File: src/rtl/arbiter_stream_mux_pkg.sv
// Shared definitions for the stream arbiter/mux: FSM encoding and select width.
package arbiter_stream_mux_pkg;

  typedef enum logic {
    IDLE = 1'b0,
    LOCK = 1'b1
  } state_t;

  // Beat counter width; holds up to 255 beats per grant.
  localparam int CNT_W = 8;

  // Width of a port index; at least one bit even for tiny port counts.
  function automatic int sel_width(input int n);
    return (n <= 2) ? 1 : $clog2(n);
  endfunction

endpackage

File: src/rtl/arbiter_stream_mux_rr_pick.sv
// Combinational round-robin picker: first requester at or after ptr, wrapping.
module rr_pick
  import arbiter_stream_mux_pkg::*;
#(
  parameter  int NUM_PORTS = 4,
  localparam int SW        = sel_width(NUM_PORTS)
) (
  input  logic [NUM_PORTS-1:0] req,
  input  logic [SW-1:0]        ptr,
  output logic [NUM_PORTS-1:0] grant,
  output logic [SW-1:0]        idx,
  output logic                 any
);

  logic [SW:0]   c_w;
  logic [SW-1:0] c;

  // Scan ports in priority order starting at ptr; keep the first hit.
  always_comb begin
    grant = '0;
    idx   = '0;
    any   = 1'b0;
    c_w   = '0;
    c     = '0;
    for (int off = 0; off < NUM_PORTS; off++) begin
      c_w = {1'b0, ptr} + (SW+1)'(off);
      if (c_w >= (SW+1)'(NUM_PORTS)) c_w = c_w - (SW+1)'(NUM_PORTS);
      c = c_w[SW-1:0];
      if (!any && req[c]) begin
        any      = 1'b1;
        grant[c] = 1'b1;
        idx      = c;
      end
    end
  end

endmodule

File: src/rtl/arbiter_stream_mux.sv
// Packet-granular round-robin stream mux with a per-grant burst cap.
// One IDLE arbitration cycle precedes every grant; LOCK passes beats through
// combinationally from the granted port.
module arbiter_stream_mux
  import arbiter_stream_mux_pkg::*;
#(
  parameter  int NUM_PORTS  = 4,
  parameter  int DATA_WIDTH = 32,
  parameter  int MAX_BURST  = 16,
  localparam int SEL_WIDTH  = sel_width(NUM_PORTS)
) (
  input  logic                            clk,
  input  logic                            rst,
  input  logic [NUM_PORTS*DATA_WIDTH-1:0] s_data,
  input  logic [NUM_PORTS-1:0]            s_valid,
  input  logic [NUM_PORTS-1:0]            s_last,
  output logic [NUM_PORTS-1:0]            s_ready,
  output logic [DATA_WIDTH-1:0]           m_data,
  output logic                            m_valid,
  output logic                            m_last,
  input  logic                            m_ready,
  output logic [SEL_WIDTH-1:0]            m_select,
  output logic                            active
);

  logic [NUM_PORTS-1:0][DATA_WIDTH-1:0] data_arr;
  state_t                               state;
  logic [CNT_W-1:0]                     beat_cnt;
  logic [SEL_WIDTH-1:0]                 ptr;
  logic [NUM_PORTS-1:0]                 grant_oh;
  logic [NUM_PORTS-1:0]                 pick_grant;
  logic [SEL_WIDTH-1:0]                 pick_idx;
  logic                                 pick_any;
  logic                                 lock_out;
  logic                                 xfer;
  logic                                 burst_end;
  logic [SEL_WIDTH-1:0]                 nxt_ptr;

  assign data_arr = s_data;

  rr_pick #(.NUM_PORTS(NUM_PORTS)) u_pick (
    .req   (s_valid),
    .ptr   (ptr),
    .grant (pick_grant),
    .idx   (pick_idx),
    .any   (pick_any)
  );

  // Pass-through is gated by reset so nothing is accepted in a reset cycle.
  assign lock_out  = (state == LOCK) && rst;
  assign xfer      = m_valid && m_ready;
  assign burst_end = (beat_cnt == CNT_W'(MAX_BURST - 1));
  assign nxt_ptr   = (m_select == SEL_WIDTH'(NUM_PORTS - 1)) ? '0 : m_select + 1'b1;
  assign active    = (state == LOCK);

  // Combinational mux from the granted port to the output stream.
  always_comb begin
    m_data  = data_arr[m_select];
    m_valid = lock_out && s_valid[m_select];
    m_last  = lock_out && s_last[m_select];
    s_ready = lock_out ? (grant_oh & {NUM_PORTS{m_ready}}) : '0;
  end

  // Grant FSM, beat counter and round-robin pointer.
  always_ff @(posedge clk) begin
    if (!rst) begin
      state    <= IDLE;
      beat_cnt <= '0;
      m_select <= '0;
      grant_oh <= '0;
      ptr      <= '0;
    end else begin
      case (state)
        IDLE: begin
          if (pick_any) begin
            state    <= LOCK;
            m_select <= pick_idx;
            grant_oh <= pick_grant;
            beat_cnt <= '0;
          end
        end
        LOCK: begin
          if (xfer) begin
            if (m_last || burst_end) begin
              // Release: just-served port drops to lowest priority.
              state    <= IDLE;
              ptr      <= nxt_ptr;
              beat_cnt <= '0;
            end else begin
              beat_cnt <= beat_cnt + 1'b1;
            end
          end
        end
        default: state <= IDLE;
      endcase
    end
  end

endmodule

File: config.mk
export PLATFORM = sky130hd
export DESIGN_NAME = arbiter_stream_mux
export DESIGN_NICKNAME = d
export VERILOG_FILES = /design/src/rtl/arbiter_stream_mux_pkg.sv /design/src/rtl/arbiter_stream_mux_rr_pick.sv /design/src/rtl/arbiter_stream_mux.sv
export SDC_FILE = /design/constraint.sdc
export NUM_CORES = 1
export LEC_CHECK = 0
export ABC_CLOCK_PERIOD_IN_PS = 6600
export CORE_MARGIN = 2
export CORE_UTILIZATION = 34
export CTS_CLUSTER_SIZE = 16
export DETAILED_ROUTE_END_ITERATION = 16
export PLACE_DENSITY = 0.95
export SETUP_SLACK_MARGIN = 0.5
export SLEW_MARGIN = 30
export SYNTH_ARGS = -nofsm -noshare
export SYNTH_HDL_FRONTEND = slang
export SYNTH_HIERARCHICAL = 1
export SYNTH_SLANG_ARGS = --single-unit
File: constraint.sdc
create_clock -name clk -period 6.6 [get_ports clk]
set_input_delay 1.32 -clock clk [delete_from_list [all_inputs] [get_ports clk]]
set_output_delay 1.32 -clock clk [all_outputs]
set_load 0.01 [all_outputs]
== Word-level counts from Yosys, hierarchy flattened ==
Index checks and enable logic that the tools add are counted.
Word-level totals
  output and inout port bits: 41
  bits of input ports: 139
  memory bits (writable): 0
  memories kept: 0
  memory bits (read-only): 0
  bits in registers: 17
  word-level logic and storage cells: 102
  latch bits: 0
Operators by class
  $mul: 0
  mux-type cells: 48
  eq/ne operators: 4
  shift operators: 0
  reduce and logical (&&, ||, !) cells: 18
  bitwise logic cells: 5
  div/mod/pow operators: 0
  add/sub/neg operators: 9
  magnitude comparators: 13
Operator list (number)
  binary-select mux 32 bit (select 2 bit): 1
  two-way mux 32 bit: 1
  two-way mux 8 bit: 3
  two-way mux 4 bit: 5
  two-way mux 2 bit: 9
  two-way mux 1 bit: 17
  one-hot mux 8 bit (2 select lines): 1
  < comparator 2 x 3 -> 1 bit, second input constant: 5
  binary-select mux 1 bit (select 2 bit): 6
  bitwise OR 4 bit: 3
  logical AND 1 bit: 11
  greater-or-equal comparator 3 bit, second input constant: 3
  adder 8 x 1 -> 8 bit, second input constant: 1
  demux 1 bit (select 2 bit): 4
  equality test 8 x 4 -> 1 bit, second input constant: 1
  greater-or-equal comparator 2 x 1 -> 1 bit, second input constant: 4
  subtractor 2 x 1 -> 2 bit, second input constant: 4
  adder 2 x 2 -> 3 bit, second input constant: 2
  AND 4 bit: 1
  AND reduction 2 bit: 2
  adder 2 x 1 -> 3 bit, second input constant: 1
  greater-or-equal comparator 2 x 3 -> 1 bit, second input constant: 1
  zero test 1 bit: 3
  AND reduction 3 bit: 1
  7 further kinds: 7

== Longest topological paths before layout ==
Gate-level depths: netlist (run 1).
  depth after elaboration: 16
  gate-level depth with buffers: 12
  gate-level depth less buffers: 9

== Cells and area by module ==
Netlist (run 1), hierarchy kept.
By module, submodules not included
  arbiter_stream_mux: area an instance 1602.8 sq um, cells an instance 138, sequential area each 340.3 sq um, times used 1
  rr_pick: area an instance 421.7 sq um, cells an instance 45, sequential area each 0.0 sq um, times used 1

== Worst setup path after synthesis (run 1) ==
Ideal clock, no wire load.
  kind: input to output
  start point: in s_valid[3]
  end point: out m_valid
  buffers on the path: 0
  stages: 2
  arrival time: 1.995 ns
  setup slack: 3.285 ns
  cells stage by stage: mux4_2 and2_1
On the way
  longest elaborated chain between the ends: 3
Ends and longest elaborated chain
  start, declared: RTL line arbiter_stream_mux.sv:15  | input logic [NUM_PORTS-1:0] s_valid,
  binary-select mux 1 bit (select 2 bit): RTL line arbiter_stream_mux.sv:59  | m_valid = lock_out && s_valid[m_select];
  two-way mux 1 bit (not written as such): RTL line arbiter_stream_mux.sv:59
  logical AND 1 bit: RTL line arbiter_stream_mux.sv:59
  end, declared: RTL line arbiter_stream_mux.sv:19  | output logic m_valid,
Every way passes these cells. The select of a mux whose other input is x is not followed.

== Final worst setup path (run 1) ==
Ends and elaborated chain as after synthesis.

==> summary.md, run 1 <==
The total number of yosys warnings is 6. STA classifies the critical path startpoint as an input port. For this run, the register share of the synthesized area comes to 16.81%. The clock-pin transition on the worst setup and hold timing paths is 0.07 ns, and the synthesized flop and latch total is 17. The largest total area in the synthesized netlist belongs to mux4_2. For the footprint of the multi-input gates, the log shows 1597 um^2.

Setup repair after global routing left no endpoint under its margin. The number of buffer and inverter instances along the worst setup path came out at 2. The tree is rooted in a clkbuf_8.

The logs give 5.28 ns for the required time of the worst setup path and 502 for the number of nets in the final layout. After synthesis, the share of flip-flops with an asynchronous set or reset is 0%. Among all stages on the critical path, the largest delay is contributed by mux4_2.

The die extent in x is 81.17 um. Yosys mapped the design onto 39 distinct sky130hd cell types. The fraction of synthesized cell area taken by the top area cell type came out at 40.05%.

For the static power due to leakage, the log shows 1.357 nW. The reported max-cap violation count is 0, and the total of buffers placed on input and output ports is 179. In the routed design, unresolved DRC markers number 0. The critical setup path kind is input port to primary output.

The floorplan step defined a die boundary enclosing 6588 um^2. In the routed layout, each cell is associated on average with a via count of 5.514. At the worst endpoint, the arrival time is 3.03 ns. The total count of max-transition violations in the final report was 0. Measured against its own limit, the worst slew margin works out to 41.02%.

The number of clock sinks seen by CTS was 17. The die boundary height was 81.17 um. For this configuration, the core starts out at a cell density of 34.60%. In this run the power density over the cells is 107.4 nW/um^2. Counting every instance in the synthesized netlist gives 183.

The post-cts sizing count is 0, and the weighted congestion at the end of routability-driven global placement is 0.8456. By area the synthesized netlist is led by mux4_2 40%, dfxtp_1 17%, ha_1 4.3%. The worst setup path is captured at a primary output. For this run, the share of the core covered by cells in the final layout is 66.55%. After clock tree synthesis, the setup repair step added 0 buffers. TritonCTS built the clock tree.

The detail route stage leaves a number of antenna-violating nets equal to 0. The pre-antenna-repair detailed-routing pass consisted of 4 iterations. The final-report hold violation count is 0, and the total via count after detailed routing is 2371. At the pin with the least slew margin, the transition time is 0.8847 ns.

The maximum number of buffers from clock root to sink was 2; the number of H-tree branching levels was 1. The initial antenna violation count came out at 0. The number of top-level pins came out at 180.

Yosys mapped a number of flops with a built-in enable equal to 0. Each instance of the synthesized netlist takes up on average 11.06 um^2. After routing, the total negative slack on setup checks comes to 0 ns.

The maximum net fanout on the critical path is 7. 0 antenna diodes ended up in the layout. Counting stages on the worst path, the most repeated cell is clkdlybuf4s50_1. Counting I/O delays and the setup requirement, the final critical path takes 4.354 ns. The logs give 2024 um^2 for the post-synthesis cell area and 0.002127 ns for the final clock skew.

The path class of the tightest hold or removal check is flip-flop to flip-flop. The number of hold buffers added after CTS was 0. For this run, the slowest stage of the critical path takes 0.56 ns. The number of global-route vias before repair was 2413; the number of DRC markers in iteration 0 was 128. The run finished with clean final reports.

The critical path goes through clkdlybuf4s50_1, mux4_2, and2_1, clkdlybuf4s50_1. Static timing analysis puts the maximum clock frequency at 229.6 MHz. For this run, the leading register cell type out of synthesis is dfxtp_1. After legalization and detailed placement, the total HPWL measured 6.636 mm. The tools report the overflow left after global routing as 0. In the final layout, flip-flops and latches occupy 342.8 um^2. Global routing used 21.98% of the available tracks across all layers. The final critical path takes up 65.98% of the cycle. The commonest cells after synthesis are 36 x mux4_2, 17 x dfxtp_1, 16 x nand2_1. Entering global routing, the biggest net connects 38 pins. Compared with the post-synthesis result, the final layout area differs by 92.34%. Counting every net in the synthesized netlist gives 329. Counting the fill cells in the layout gives 441.

The largest voltage drop on the vdd net was 0.0001123 V; the total of endpoints with negative setup slack in the final report was 0. The cell family with the largest share of critical-path delay was buffers and inverters. At the later pin of the worst-skew pair, clock insertion delay measures 0.25 ns. The CTS buffer count is 3, and the fraction of layout cells with a size suffix above 1 is 13.24%.

The most common cell in the synthesized netlist is mux4_2. The row count came out at 28. The tools report the total routed wirelength as 7.716 mm. The core region is 5851 um^2.

The wire length of the first global-routing pass came out at 11.20 mm. Wire length per cell after detailed routing: 17.94 um.
-- state kept, by name, indices dropped and copies added, names as in the netlist --
signal	count
m_select	2
grant_oh	4
beat_cnt	8
active	1
ptr	2
-- kinds of logic after synthesis --
kind of cell | count (synthesis) | synth area share, %
and+or+nand+nor | 55 | 14.90
muxes | 42 | 44.68
buffers and inverters | 16 | 4.326
AOI/OAI and AO/OA | 46 | 14.96
DFF | 17 | 16.81
adders and majority gates | 7 | 4.326
-- power by group --
part	switching (W)	total [W]	leakage (nW)	internal [W]
sequential	0.0000101	0.000116	0.139	0.000105
clock	0.0000360	0.0000778	0.0255	0.0000418
combinational	0.0000689	0.000225	1.19	0.000156
total	0.000115	0.000418	1.36	0.000303
-- worst reg2reg max path: stages, from the launching register on --
cell,delay [ns]
dfxtp_1,0.70
inv_1,0.14
ha_1,0.39
mux4_2,0.45
nor3_1,0.31
nand2b_1,0.14
nor2b_1,0.23
a311o_1,0.46
o21ai_1,0.14
a22o_1,0.16
-- cell type report --
cell class	count	area share, %
Sequential cell	17	8.805
Tap cell	75	2.410
Inverter	4	0.3856
Clock inverter	1	0.1285
Clock buffer	3	1.060
Timing Repair Buffer	180	46.21
Multi-Input combinational cell	150	41.00
-- through the flow --
step                      instances  power [W]  cell area (um^2)  worst slack (ns)  hold slack (ns)
after CTS                       430  0.0004215              3894             2.241           0.4556
after detailed placement        426  0.0003436              3847             2.241           0.4466
final                           430  0.0004184              3894             2.246           0.4505
after global routing            430  0.0004398              3894             2.176           0.4733
after floorplan                 183  0.0002030              2024             3.285           0.4319
after global placement          426  0.0003364              3847             2.308           0.4447
-- layout by cell type, fill, tap and decap left out, types with 2 or more instances in the layout --
| cell | synthesis | final |
|---|---|---|
| a21oi_1 | 10 | 10 |
| a22o_1 | 6 | 6 |
| a22oi_1 | 8 | 8 |
| a32o_1 | 2 | 2 |
| and2_1 | 2 | 2 |
| and3_1 | 8 | 8 |
| clkbuf_8 | 0 | 3 |
| clkdlybuf4s50_1 | 0 | 179 |
| dfxtp_1 | 17 | 15 |
| dfxtp_2 | 0 | 2 |
| ha_1 | 7 | 7 |
| inv_1 | 3 | 3 |
| mux2i_1 | 3 | 3 |
| mux4_1 | 2 | 2 |
| mux4_2 | 36 | 36 |
| nand2_1 | 16 | 16 |
| nand2b_1 | 3 | 3 |
| nand3_1 | 4 | 4 |
| nor2_1 | 7 | 7 |
| nor2b_1 | 4 | 4 |
| nor3_1 | 4 | 4 |
| o21ai_0 | 9 | 9 |
| o21ai_1 | 5 | 5 |
-- final timing paths --
check         startpoint     endpoint  slack (ns)  cells after the start
max reg2reg       ptr[0]  beat_cnt[6]        3.43                      9
max           s_valid[3]      m_valid        2.25                      4
min reg2reg  grant_oh[3]  grant_oh[3]        0.45                      2
min          grant_oh[3]  grant_oh[3]        0.45                      2
-- layer usage --
metal / vias to the layer above / track usage (%) / routed length, um
met1: 1139 / 23.86 / 2706
met2: 116 / 43.47 / 4397
met3: 12 / 5.111 / 531
li1: 1104 / - / -
met5: - / 0 / 0
met4: 0 / 3.559 / 80
Power figures use the tool's default switching activity.
==> run 2, diff against run 1 <==
ABC_CLOCK_PERIOD_IN_PS = 3790   (was 6600)
CORE_UTILIZATION = 29   (was 34)
PLACE_DENSITY = 0.87   (was 0.95)
clock period = 3.79 ns   (was 6.6 ns; I/O delays follow)
==> run 2 against run 1 <==
First-iteration DRC count down 41%. Register-to-register slack worse by 2.6 ns. Setup slack worse by 1.6 ns. Clock skew up 0.0021 ns. Flip-flop and latch count unchanged. Core utilization down 8.6 points. Critical path depth unchanged. Design area up 0.61%. Count of clock-buffer cells in the layout unchanged. Clock power up 80%. Highest routed layer unchanged. Hold slack better by 0.0043 ns. Critical path type unchanged. Via count about the same.
==> summary.md, run 2 (synthesis results as in run 1) <==
The flow ran to the end, and the final reports show no timing, DRC or antenna violations. The maximum net fanout on the critical path came out at 7 (unchanged). The highest clock frequency the design can meet is 313.1 MHz. The type of element capturing the critical path was a primary output (unchanged). The share of the clock period used by the worst path was 84.27%; the flip-flop count of the largest register after layout was 8 (unchanged). The post-route total power came out at 0.0007329 W (was 0.0004184 W). The clock-pin transition on the worst setup and hold timing paths came out at 0.07 ns (about the same).

Counting I/O delays and the setup requirement, the final critical path takes 3.194 ns. The number of H-tree branching levels was 1 (unchanged). The maximum number of buffers from clock root to sink came out at 2 (unchanged).

The quantity of hold-fixing buffers added after cts came out at 0 (unchanged). The cell seen most often among critical-path stages was clkdlybuf4s50_1 (unchanged). The total of buffers placed on input and output ports came out at 179 (unchanged). The tools report the signal arrival time at the worst endpoint as 2.44 ns (was 3.03 ns). The critical setup path kind is input port to primary output (unchanged). The final clock skew is 0.004273 ns (was 0.002127 ns), and the largest incremental delay on the critical path is 0.55 ns (was 0.56 ns). The full die area came out at 7665 um^2 (was 6588 um^2).

The fraction of layout cells with a size suffix above 1 is 13.73% (was 13.24%). The cell with the largest stage delay on the worst path was mux4_2 (unchanged). The tools report the wire length the detailed router placed on met1 as 2.918 mm (was 2.706 mm). The logs give 0 (unchanged) for the initial antenna violation count and 0 (unchanged) for the total count of max-transition violations in the final report. The final-report hold violation count came out at 0 (unchanged). The largest voltage drop on the vdd net was 0.0001208 V (was 0.0001123 V); the HPWL after detailed placement was 6.743 mm (was 6.636 mm). Wire length per cell after detailed routing: 17.91 um (was 17.94 um). Critical Path, Cell by Cell: clkdlybuf4s50_1, mux4_2, and2_1, clkdlybuf4s50_1 (unchanged). Met3 layer wire length in the routed design: 574 um (was 531 um).

Registers with the highest flip-flop counts: beat_cnt: 8 flops, grant_oh: 4 flops (unchanged). The transition at the pin with the smallest max-transition slack is 0.9123 ns (was 0.8847 ns). The root buffer selected by CTS is clkbuf_8 (unchanged). Die extent in x: 87.55 um (was 81.17 um). Post-CTS setup-driven buffer insertion count: 0 (unchanged). Class of the tightest hold or removal check: flip-flop to flip-flop (unchanged). The weighted congestion at the end of routability-driven global placement is 0.8942 (was 0.8456).

The minimum hold slack came out at 0.4548 ns (was 0.4505 ns). The most common library cell in the layout ignoring fill and taps was clkdlybuf4s50_1 (unchanged). The ratio of routed vias to standard cells is 5.423 (was 5.514).

Highest metal layer used by the detailed router: met4 (unchanged). The largest net degree at the start of global routing was 38 (unchanged); the overflow left after global routing was 0 (unchanged). The first-pass iteration count of the detailed router is 4 (unchanged), and the total routed wirelength is 7.828 mm (was 7.716 mm). The worst-case headroom to the max-slew limit came out at 39.18% (was 41.02%). The die boundary height was 87.55 um (was 81.17 um); the effective utilization at floorplan was 29.96% (was 34.60%).

TritonCTS built the clock tree. The critical path launch point type was an input port (unchanged). The run gives 4.250 mm (was 4.397 mm) as the wire length on met2.

Setup repair after global routing left no endpoint under its margin. The CTS buffer count is 3 (unchanged). Most frequent cells in the layout: 179 x clkdlybuf4s50_1, 36 x mux4_2, 16 x nand2_1 (unchanged). The area inside the core boundary came out at 6756 um^2 (was 5851 um^2). The clock latency reported for the late side of the worst-skew pair was 0.26 ns (was 0.25 ns); the reported max-cap violation count was 0 (unchanged). Wire length of the first global-routing pass: 11.43 mm (was 11.20 mm).

The run gives 75 (was 128) as the number of DRC markers in iteration 0. The detailed-route DRC error count was 0 (unchanged); the overall routing resource usage was 18.95% (was 21.98%). The number of nets in the final layout came out at 504 (was 502). Number of top-level pins: 180 (unchanged). The logs give 2369 (was 2413) for the number of global-route vias before repair and 0 (unchanged) for the count of antenna diodes in the layout. Number of nets still failing antenna checks after routing: 0 (unchanged). The run gives 17 (unchanged) as the number of clock sinks seen by CTS. Power per cell area: 187.1 nW/um^2 (was 107.4 nW/um^2).

The logs give 0 (unchanged) for the post-cts sizing count and 0 (unchanged) for the total of endpoints with negative setup slack in the final report. The growth of design area from synthesis to finish was 93.51% (was 92.34%); the row count was 30 (was 28). The run gives 2370 (was 2371) as the total via count after detailed routing. Required time of the worst setup path: 3.03 ns (was 5.28 ns). The utilization after layout is 57.98% (was 66.55%), and the static power due to leakage is 1.364 nW (was 1.357 nW).

For the final-layout setup total negative slack, the log shows 0 ns (unchanged). The register containing the most flip-flops in the final layout was beat_cnt (unchanged).
## run 2: routing by layer
metal | GRT usage [%] | up-vias
met4 | 2.517 | 0
met1 | 23.15 | 1156
met3 | 5.090 | 8
met2 | 34.30 | 103
li1 | - | 1103
met5 | 0 | -
## run 2: worst paths after layout
path / start / end / slack [ns] / cells after the start
max: s_valid[3] / m_valid / 0.60 / 4
min reg2reg: grant_oh[2] / grant_oh[2] / 0.45 / 2
min: grant_oh[2] / grant_oh[2] / 0.45 / 2
max reg2reg: ptr[1] / beat_cnt[7] / 0.88 / 9
## run 2: layout make-up
type	instances	area, um^2
timing repair buffer	182	1814
tap	80	100.1
multi-input combinational	150	1597
clock inverter	1	7.507
clock buffer	3	41.29
inverter	4	15.01
fill	591	2839
sequential	17	342.8
## run 2: per-stage QoR
stage,cell area [um^2],cells,setup slack [ns]
2_1_floorplan,2024,183,1.147
3_3_place_gp,3869,433,0.5671
3_5_place_dp,3869,433,0.4704
4_1_cts,3918,437,0.5827
5_1_grt,3918,437,0.5163
6_report,3918,437,0.5960
## run 2: worst max-delay path, delay by kind of cell
| family | cells | cell delay, ns |
|---|---|---|
| buffers and inverters | 2 | 0.95 |
| multiplexers | 1 | 0.55 |
| AND/OR/NAND/NOR | 1 | 0.18 |
## run 2: where the power goes
group,switching [W],leakage [nW],total [W],internal (W)
clock network,0.0000662,0.0217,0.000140,0.0000742
registers,0.0000158,0.139,0.000199,0.000184
logic,0.000120,1.20,0.000393,0.000273
==> run 3, diff against run 2 <==
ABC_CLOCK_PERIOD_IN_PS = 2840   (was 3790)
clock period = 2.84 ns   (was 3.79 ns; I/O delays follow)
==> run 3 against run 2 <==
Non-clock buffer count rose by 26. Hold slack got worse by 0.0028 ns. Via count rose by 6.2%. Core utilization rose by 3.4 points. Critical path type unchanged. Sequential power rose by 27%.
==> summary.md, run 3 (synthesis results as in run 1) <==
The tools report the endpoint of the worst-slack reg-to-reg timing path as beat_cnt[3] (was beat_cnt[7]). The power per cell area was 240.5 nW/um^2 (was 187.1 nW/um^2); the number of top-level pins was 180 (unchanged). The run gives 3 (unchanged) as the CTS buffer count. The clock latency reported for the late side of the worst-skew pair is 0.26 ns (about the same). The logs give 0 (unchanged) for the count of antenna diodes in the layout and 1.76 ns (was 2.44 ns) for the signal arrival time at the worst endpoint. The number of clock sinks seen by CTS was 17 (unchanged). For the initial antenna violation count, the log shows 1 (was 0). The endpoint of the worst hold path is grant_oh[0] (was grant_oh[2]).

Static timing analysis puts the maximum clock frequency at 428.7 MHz. For the number of H-tree branching levels, the log shows 1 (unchanged). The tools report the type of element capturing the critical path as a primary output (unchanged). The transition at the pin with the smallest max-transition slack is 0.3429 ns (was 0.9123 ns).

The logs give 30 (unchanged) for the row count and 5 (was 4) for the first-pass iteration count of the detailed router. The largest net degree at the start of global routing was 25 (was 38). Reg-to-reg setup timing slack: 0.54 ns (was 0.88 ns). The run gives 0 (unchanged) as the total count of max-transition violations in the final report. Area inside the core boundary: 6756 um^2 (unchanged).

Register containing the most flip-flops in the final layout: beat_cnt (unchanged). The number of nets in the final layout was 530 (was 504). TritonCTS built the clock tree. Startpoint of the lowest-slack hold path: grant_oh[0] (was grant_oh[2]).

The wire length per cell after detailed routing is 19.04 um (was 17.91 um). Most frequent cells in the layout: 136 x clkdlybuf4s50_1, 37 x mux4_2, 25 x dlygate4sd2_1 (was 179 x clkdlybuf4s50_1, 36 x mux4_2, 16 x nand2_1). The run gives 463 (was 437) as the post-route non-filler standard cell count.

For the worst-case headroom to the max-slew limit, the log shows 76.96% (was 39.18%). Effective utilization at floorplan: 29.96% (unchanged). The most common library cell in the layout ignoring fill and taps was clkdlybuf4s50_1 (unchanged).

The number of DRC markers in iteration 0 is 163 (was 75), and the worst-case reg-to-reg path depth is 9 (unchanged). The clock-pin transition on the worst setup and hold timing paths was 0.07 ns (about the same); the detailed-route DRC error count was 0 (unchanged). The quantity of hold-fixing buffers added after cts was 0 (unchanged); the wire length of the first global-routing pass was 12.01 mm (was 11.43 mm).

Final clock skew: 0.003321 ns (was 0.004273 ns). The tools report the root buffer selected by CTS as clkbuf_8 (unchanged). The total of endpoints with negative setup slack in the final report is 0 (unchanged). The tools report the final-layout setup total negative slack as 0 ns (unchanged). The critical setup path kind is input port to primary output (unchanged). Setup repair after global routing could not meet its margin everywhere. The final instance area is 4148 um^2 (was 3918 um^2), and the post-route minimum period is 2.333 ns. Required time of the worst setup path: 2.27 ns (was 3.03 ns).

The number of placed instances with taps included is 442 (was 433). The logs give 7665 um^2 (unchanged) for the full die area and 20.32% (was 18.95%) for the overall routing resource usage. The growth of design area from synthesis to finish is 104.9% (was 93.51%). Reported max-cap violation count: 0 (unchanged).

Launch point of the worst reg-to-reg path: ptr[0] (was ptr[1]). Class of the tightest hold or removal check: flip-flop to flip-flop (unchanged). Die extent in x: 87.55 um (unchanged). The minimum hold slack came out at 0.4520 ns (was 0.4548 ns). For the largest voltage drop on the vdd net, the log shows 0.0001620 V (was 0.0001208 V). The maximum net fanout on the critical path is 1 (was 7). The total of buffers placed on input and output ports works out to 179 (unchanged).

The number of cells on the worst hold path was 2 (unchanged); the final-report hold violation count was 0 (unchanged). For the static power due to leakage, the log shows 1.595 nW (was 1.364 nW). The run gives 7.164 mm (was 6.743 mm) as the HPWL after detailed placement. The number of nets still failing antenna checks after routing is 0 (unchanged). Number of fill cells: 559 (was 591). The ratio of routed vias to standard cells is 5.434 (was 5.423). Registers with the highest flip-flop counts: beat_cnt: 8 flops, grant_oh: 4 flops (unchanged).

Total routed wirelength: 8.814 mm (was 7.828 mm). For the weighted congestion at the end of routability-driven global placement, the log shows 0.8521 (was 0.8942). The run finished with clean final reports.

The area after detailed placement came out at 3985 um^2 (was 3869 um^2). The critical path launch point type was an input port (unchanged). The maximum number of buffers from clock root to sink came out at 2 (unchanged). The overflow left after global routing was 0 (unchanged); the die boundary height was 87.55 um (unchanged). The share of the clock period used by the worst path was 82.13%.

The fraction of layout cells with a size suffix above 1 came out at 25.59% (was 13.73%). The tools report the total via count after detailed routing as 2516 (was 2370). The number of global-route vias before repair is 2402 (was 2369), and the flip-flop count of the largest register after layout is 8 (unchanged).
[run 3: cell count changes in the layout (fill, tap and decap cells not counted), sizes merged]
cell | before | now
dlygate4sd2 | 0 | 25
clkdlybuf4s50 | 179 | 136
clkdlybuf4s15 | 0 | 8
clkbuf | 3 | 11
buf | 3 | 31
[run 3: worst max-delay path by stage]
stage | from | end
CTS | s_valid[3] | m_valid
finish | s_data[122] | m_data[26]
global placement | s_valid[3] | m_valid
detailed placement | s_valid[3] | m_valid
floorplan | ptr[0] | beat_cnt[7]
global route | ptr[0] | beat_cnt[3]
[run 3: stage by stage]
step           setup WS [ns]  total power [W]  utilization, %
2_1_floorplan         0.5071        0.0004758               -
3_3_place_gp         0.03963        0.0008153           58.98
3_5_place_dp         0.02465        0.0008270           58.98
4_1_cts               0.4435        0.0009826           59.41
5_1_grt               0.4415         0.001051           61.39
6_report              0.5074        0.0009976           61.39
[run 3: final cells by class]
type	count	area, um^2	area share, %
clock inverters	1	7.507	0.1810
flip-flops and latches	17	351.6	8.477
clock buffers	3	41.29	0.9955
multi-input cells	150	1643	39.61
inverters	4	20.02	0.4827
well taps	80	100.1	2.413
repair buffers	208	1984	47.84
[run 3: what timing repair did]
item / CTS / global route
pin swaps: 0 / 6
hold endpoints to repair: 0 / 0
gates resized for setup: 62 / 29
endpoints found under the setup margin: 50 / 22
gates cloned: 0 / 1
buffers inserted: 2 / 14
[run 3: power by group]
group	internal [W]	leakage [nW]	switching, W
sequential	0.000243	0.140	0.0000101
combinational	0.000361	1.43	0.000191
clock	0.0000989	0.0217	0.0000942
[run 3: worst max-delay path, cell delays in order]
cell and delay, ns:
clkdlybuf4s50_1 0.43, mux4_2 0.47, dlygate4sd2_1 0.30
[run 3: metal layers]
layer | vias up | track usage (%) | part of all wire [%]
met3 | 10 | 6.032 | 8.4
li1 | 1159 | - | -
met2 | 141 | 34.92 | 52
met4 | 2 | 2.937 | 1.1
met5 | - | 0 | 0.12
met1 | 1204 | 25.95 | 39
